[src/rtl/store_drain_unit_pkg.sv]
// Shared definitions for the store drain path: store data buffer entry layout
// and drain FSM encoding.
package store_drain_unit_pkg;

  // Entry layout of the store data buffer: {data, addr}
  localparam int SDB_ADDR_LSB = 0;
  localparam int SDB_ADDR_W   = 16;
  localparam int SDB_DATA_LSB = 16;
  localparam int SDB_DATA_W   = 16;

  typedef enum logic {
    S_IDLE  = 1'b0,
    S_WRITE = 1'b1
  } drain_state_e;

  function automatic logic [1:0] popcnt2(input logic [1:0] v);
    return {v[1] & v[0], v[1] ^ v[0]};
  endfunction

endpackage

[src/rtl/store_drain_unit_commit_fifo.sv]
// Two-in/one-out index FIFO holding retired stores in program order.
// A commit that does not fit is dropped whole and latches a sticky overflow.
module commit_fifo
  import store_drain_unit_pkg::*;
#(
  parameter int IDX_WIDTH = 3,
  parameter int QDEPTH    = 4
) (
  input  logic                     clk,
  input  logic                     rst,
  input  logic [1:0]               push_valid_i,
  input  logic [IDX_WIDTH-1:0]     push_idx0_i,
  input  logic [IDX_WIDTH-1:0]     push_idx1_i,
  input  logic                     pop_i,
  output logic [IDX_WIDTH-1:0]     head_o,
  output logic [$clog2(QDEPTH):0]  count_o,
  output logic                     ready_o,
  output logic                     overflow_o
);

  localparam int AW = $clog2(QDEPTH);
  localparam int PW = AW + 1;

  logic [IDX_WIDTH-1:0] mem_q [QDEPTH];
  logic [PW-1:0]        wr_ptr_q, wr_ptr_d, rd_ptr_q, rd_ptr_d;
  logic [PW-1:0]        count, wr_p1;
  logic [PW:0]          fill;
  logic [1:0]           need;
  logic                 fits, push, do_pop;
  logic                 ovf_q, ovf_d;

  // Wrap bit makes the pointer difference span 0..QDEPTH
  assign count = wr_ptr_q - rd_ptr_q;

  always_comb begin
    need     = popcnt2(push_valid_i);
    fill     = (PW+1)'(count) + (PW+1)'(need);
    fits     = (fill <= (PW+1)'(QDEPTH));
    push     = (need != 2'd0) && fits;
    do_pop   = pop_i && (count != '0);
    wr_p1    = wr_ptr_q + PW'(1);
    wr_ptr_d = push ? (wr_ptr_q + PW'(need)) : wr_ptr_q;
    rd_ptr_d = rd_ptr_q + PW'(do_pop);
    ovf_d    = ovf_q | ((need != 2'd0) && !fits);
  end

  always_ff @(posedge clk or negedge rst) begin
    if (!rst) begin
      wr_ptr_q <= '0;
      rd_ptr_q <= '0;
      ovf_q    <= 1'b0;
      for (int i = 0; i < QDEPTH; i++) mem_q[i] <= '0;
    end else begin
      wr_ptr_q <= wr_ptr_d;
      rd_ptr_q <= rd_ptr_d;
      ovf_q    <= ovf_d;
      // A lone slot-1 commit is packed at the write pointer, no hole
      if (push) begin
        if (push_valid_i[0]) begin
          mem_q[wr_ptr_q[AW-1:0]] <= push_idx0_i;
          if (push_valid_i[1]) mem_q[wr_p1[AW-1:0]] <= push_idx1_i;
        end else begin
          mem_q[wr_ptr_q[AW-1:0]] <= push_idx1_i;
        end
      end
    end
  end

  assign head_o     = mem_q[rd_ptr_q[AW-1:0]];
  assign count_o    = count;
  assign ready_o    = (count <= PW'(QDEPTH - 2));
  assign overflow_o = ovf_q;

endmodule

[src/rtl/store_drain_unit.sv]
// Drains retired stores: reads each queued store buffer entry, writes it to
// data memory under req/ack, then releases the entry back to the free pool.
module store_drain_unit
  import store_drain_unit_pkg::*;
#(
  parameter int DATA_WIDTH = SDB_DATA_W,
  parameter int ADDR_WIDTH = SDB_ADDR_W,
  parameter int IDX_WIDTH  = 3,
  parameter int QDEPTH     = 4
) (
  input  logic                            clk,
  input  logic                            rst,
  input  logic [1:0]                      commit_valid,
  input  logic [IDX_WIDTH-1:0]            commit_idx0,
  input  logic [IDX_WIDTH-1:0]            commit_idx1,
  output logic                            commit_ready,
  output logic [IDX_WIDTH-1:0]            sdb_rd_idx,
  input  logic [DATA_WIDTH+ADDR_WIDTH-1:0] sdb_rd_data,
  output logic                            mem_wr_req,
  output logic [ADDR_WIDTH-1:0]           mem_wr_addr,
  output logic [DATA_WIDTH-1:0]           mem_wr_data,
  input  logic                            mem_wr_ack,
  output logic                            sdb_free_valid,
  output logic [IDX_WIDTH-1:0]            sdb_free_idx,
  output logic                            drain_empty,
  output logic                            err_overflow
);

  localparam int CW = $clog2(QDEPTH) + 1;

  drain_state_e          state_q, state_d;
  logic [ADDR_WIDTH-1:0] addr_q, addr_d;
  logic [DATA_WIDTH-1:0] data_q, data_d;
  logic [IDX_WIDTH-1:0]  idx_q, idx_d;
  logic                  free_vld_q, free_vld_d;
  logic [IDX_WIDTH-1:0]  free_idx_q, free_idx_d;
  logic [IDX_WIDTH-1:0]  head;
  logic [CW-1:0]         count;
  logic                  pop;

  commit_fifo #(
    .IDX_WIDTH (IDX_WIDTH),
    .QDEPTH    (QDEPTH)
  ) u_fifo (
    .clk          (clk),
    .rst          (rst),
    .push_valid_i (commit_valid),
    .push_idx0_i  (commit_idx0),
    .push_idx1_i  (commit_idx1),
    .pop_i        (pop),
    .head_o       (head),
    .count_o      (count),
    .ready_o      (commit_ready),
    .overflow_o   (err_overflow)
  );

  always_comb begin
    state_d    = state_q;
    pop        = 1'b0;
    addr_d     = addr_q;
    data_d     = data_q;
    idx_d      = idx_q;
    free_vld_d = 1'b0;
    free_idx_d = free_idx_q;
    case (state_q)
      S_IDLE: begin
        if (count != '0) begin
          pop     = 1'b1;
          state_d = S_WRITE;
        end
      end
      S_WRITE: begin
        // Ack retires the current store; chain straight into the next one
        if (mem_wr_ack) begin
          free_vld_d = 1'b1;
          free_idx_d = idx_q;
          if (count != '0) pop = 1'b1;
          else             state_d = S_IDLE;
        end
      end
      default: state_d = S_IDLE;
    endcase
    if (pop) begin
      addr_d = sdb_rd_data[SDB_ADDR_LSB +: ADDR_WIDTH];
      data_d = sdb_rd_data[SDB_DATA_LSB +: DATA_WIDTH];
      idx_d  = head;
    end
  end

  always_ff @(posedge clk or negedge rst) begin
    if (!rst) begin
      state_q    <= S_IDLE;
      addr_q     <= '0;
      data_q     <= '0;
      idx_q      <= '0;
      free_vld_q <= 1'b0;
      free_idx_q <= '0;
    end else begin
      state_q    <= state_d;
      addr_q     <= addr_d;
      data_q     <= data_d;
      idx_q      <= idx_d;
      free_vld_q <= free_vld_d;
      free_idx_q <= free_idx_d;
    end
  end

  assign sdb_rd_idx     = head;
  assign mem_wr_req     = (state_q == S_WRITE);
  assign mem_wr_addr    = addr_q;
  assign mem_wr_data    = data_q;
  assign sdb_free_valid = free_vld_q;
  assign sdb_free_idx   = free_idx_q;
  assign drain_empty    = (state_q == S_IDLE) && (count == '0);

endmodule

[config.mk]
export PLATFORM = sky130hd
export DESIGN_NAME = store_drain_unit
export DESIGN_NICKNAME = d
export VERILOG_FILES = /design/src/rtl/store_drain_unit_pkg.sv /design/src/rtl/store_drain_unit_commit_fifo.sv /design/src/rtl/store_drain_unit.sv
export SDC_FILE = /design/constraint.sdc
export NUM_CORES = 1
export LEC_CHECK = 0
export ABC_AREA = 1
export CORE_MARGIN = 2
export CORE_UTILIZATION = 45
export CTS_CLUSTER_SIZE = 40
export DETAILED_ROUTE_END_ITERATION = 10
export PLACE_DENSITY = 0.75
export SYNTH_ARGS = -nofsm -noshare
export SYNTH_HDL_FRONTEND = slang
export SYNTH_HIERARCHICAL = 1
export SYNTH_SLANG_ARGS = --single-unit
[constraint.sdc]
create_clock -name clk -period 3.5 [get_ports clk]
set_input_delay 0.875 -clock clk [delete_from_list [all_inputs] [get_ports clk]]
set_output_delay 0.875 -clock clk [all_outputs]
set_load 0.02 [all_outputs]
==> metrics.md <==
| Metric | Value |
|---|---|
| Die Span X | 88.4 µm |
| R2R depth | 18 |
| Clk buf depth | 2 |
| DRC Markers | 0 |
| Core area | 6830 µm² |
| Synthesized net count | 470 |
| Slew headroom | 57.8% |
| Synth cell types | 23 |
| CTS Buf Count | 9 |
| Clk network pwr share | 13.8% |
| Hold path cells | 2 |
| RR Startpoint | u_fifo/wr_ptr_q[0] |
| Starting DRC count in detailed routing | 134 |
| CP Data Required Time | 2.62 ns |
| Slew @ Worst Pin | 0.630 ns |
| Switch share | 46.9% |
| Drt pass-1 iters | 4 |
| Hold path endpoint | sdb_free_idx[1] |
| CTS H-tree lvls | 3 |
| DR vias | 3105 |
| Max Slew Vio Count | 0 |
| Max Fclk | 300 MHz |
| Detailed Place HPWL | 6020 µm |
| Hold_buf cts | 0 |
| First-pass GRT wire length | 13300 µm |
| Number of antenna violations at the first check in global routing | 0 |
| GRT overflow | 0 |
| Switching power | 2.22 mW |
| CP Max Fanout | 4 |
| Total track usage | 22.0% |
| Mean Syn Cell Area | 7.71 µm² |
| Final setup margin | 0.169 ns |
| DR WL/cell | 13.5 µm |
| Port Buffer Count | 85 |
| Sink Count | 59 |
| WS Path Type | flop to primary output |
| R2R setup slack | 0.66 ns |
| Final WL | 8220 µm |
| Gpl congestion | 0.917 |
| Mapped Area | 3210 µm² |
| LEAKAGE | 2.24 nW |
| Insertion delay to the later sink of the worst-skew pair | 0.33 ns |
| Unrepaired setup endpoints after global routing | no |
| CTS tree | yes |
| Status | completed |
| P per Cell Area | 1080 nW/µm² |
| Reg-to-reg endpoint | u_fifo/rd_ptr_q[2] |
| Sequential share of power | 25.3% |
| Post CTS Setup Buffer Count | 0 |
| Worst EP arrival | 2.46 ns |
| Max-cap check violation count | 0 |
| Fraction of power consumed by combinational cells | 60.9% |
| Final Critical Period | 3.33 ns |
| Internal | 2.52 mW |
| Setup TNS | 0 ns |
| Hold_sp | idx_q[1] |
| Area growth syn-to-layout | 36.3% |
| CTS Root Cell | clkbuf_8 |
| Startpoint types | flop |
| CP startpoint | u_fifo/wr_ptr_q[0] |
| Ys Warns | 6 |
| Post-place setup slack | 0.147 ns |
| Tcrit/Tclk final | 95.2% |
| Vias in the first global route | 2866 |
| Final hold violation count | 0 |
| Final nets | 564 |
| Ant diodes | 0 |
| Top-Level Pins | 86 |
| Worst hold path type | flop to flop |
| Cells after synthesis | 416 |
| Peak VDD IR | 589 µV |
| Top cells by area, synth | dfrtp_1 46%, nand2_1 21%, nand3_1 11%, ha_1 3.1%, inv_1 2.8% |
| Synth area leader | dfrtp_1 |
| Final Util | 64.0% |
| Clock Pin Slew Worst Setup and Hold Paths | 0.07 ns |
| Vias/cell | 5.08 |
| Maximum number of pins on one net before global-route repair | 38 |
| Antenna viol nets, final | 0 |
| DIE AREA | 7820 µm² |
| Row count | 30 |
| Die H | 88.4 µm |
| Worst Skew | 0.00853 ns |
| Post-synthesis sequential area ratio | 46.0% |
| Share of cells above drive strength 1 | 7.77% |
| Synthesized flop and latch total | 59 |
| Top cell type's share of synthesized area | 46.0% |
| Finish-stage setup viols | 0 |
| Starting density of the core | 47.0% |
| CP endpoint kind | primary output |
-- worst max path at each step --
stage	end	slack (ns)	cells past startpoint
finish	drain_empty	0.17	12
global route	drain_empty	0.02	12
CTS	commit_ready	0.01	10
detailed placement	u_fifo/mem_q[5]	0.15	12
global placement	u_fifo/wr_ptr_q[0]	0.23	11
floorplan	u_fifo/mem_q[0]	0.46	14
-- critical path: stages, from the launching register on --
cell,delay [ns]
dfrtp_1,0.38
inv_1,0.15
ha_1,0.16
inv_1,0.04
fa_1,0.42
inv_1,0.10
nand3_1,0.11
nand2_1,0.09
inv_1,0.08
nor2_4,0.11
nand2_4,0.05
nor2_1,0.07
dlygate4sd2_1,0.36
-- layer usage --
metal	vias to the layer above	GRT usage, %	part of all wire (%)
met2	137	34.7	47
met1	1420	29.6	44
met4	0	8.82	1.5
met5	-	0	0
met3	12	5.04	8.1
li1	1536	-	-
-- cells in the final DEF (no fill, tap or decap), types with 3 or more instances in the layout --
cell	synthesis	layout
nand2_1	179	179
nor2_2	3	3
clkbuf_8	0	9
clkdlybuf4s50_1	0	82
fa_1	3	3
nor2_1	15	15
o22ai_1	3	3
a21oi_1	8	8
inv_1	24	24
o21ai_0	10	10
dfrtp_1	59	59
buf_4	0	11
nand3_1	72	72
nand2_4	4	4
ha_1	8	8
nand3_2	3	3
nand4_1	4	4
-- per-stage QoR --
| stage | power (mW) | instance area (µm²) | instances | hold slack (ns) |
|---|---|---|---|---|
| 2_1_floorplan | 3.17 | 3210 | 416 | 0.442 |
| 3_3_place_gp | 4.04 | 4160 | 595 | 0.452 |
| 3_5_place_dp | 4.11 | 4160 | 595 | 0.457 |
| 4_1_cts | 4.78 | 4370 | 611 | 0.465 |
| 5_1_grt | 5.15 | 4370 | 611 | 0.485 |
| 6_report | 4.74 | 4370 | 611 | 0.466 |
-- registers in the layout, summed over array words and instances, names as in the netlist --
| signal | flops |
|---|---|
| idx_q | 3 |
| mem_wr_addr | 16 |
| mem_wr_data | 16 |
| mem_wr_req | 1 |
| sdb_free_idx | 3 |
| sdb_free_valid | 1 |
| u_fifo/mem_q | 12 |
| u_fifo/overflow_o | 1 |
| u_fifo/rd_ptr_q | 3 |
| u_fifo/wr_ptr_q | 3 |
-- repair_timing --
| action | CTS | global route |
|---|---|---|
| cloned | 0 | 0 |
| resized for setup | 1 | 1 |
| setup endpoints to repair | 1 | 1 |
-- layout make-up --
class	instances	area, µm²
flip-flops and latches	59	1480
well taps	96	120
clock inverters	5	77.6
clock buffers	11	131
multi-input cells	318	1540
repair buffers	96	930
fillers	604	2460
inverters	26	97.6
-- Yosys cell counts, drive strengths merged --
library cell	instances
nand4	4
dfrtp	59
nand2	183
nand3	75
o21ai	10
a21o	1
o22ai	3
ha	8
nor2	20
o31ai	1
inv	26
fa	3
xor2	2
a21oi	8
buf	13
-- power groups by stage --
stage          sequential, mW  clock [mW]  combinational (mW)
4_1_cts                  1.20       0.672                2.91
6_report                 1.20       0.653                2.88
3_5_place_dp             1.21           0                2.90
5_1_grt                  1.24       0.706                3.20
3_3_place_gp             1.20           0                2.84
2_1_floorplan            1.46           0                1.71
-- kinds of logic after synthesis --
| kind of cell | after synthesis | share of synthesized area, % |
|---|---|---|
| compound gates | 23 | 3.86 |
| buf+inv | 39 | 5.97 |
| flops | 59 | 46.0 |
| simple gates | 282 | 38.6 |
| fa+ha+maj | 11 | 4.99 |
| xor+xnor | 2 | 0.546 |
Power figures use the tool's default switching activity.
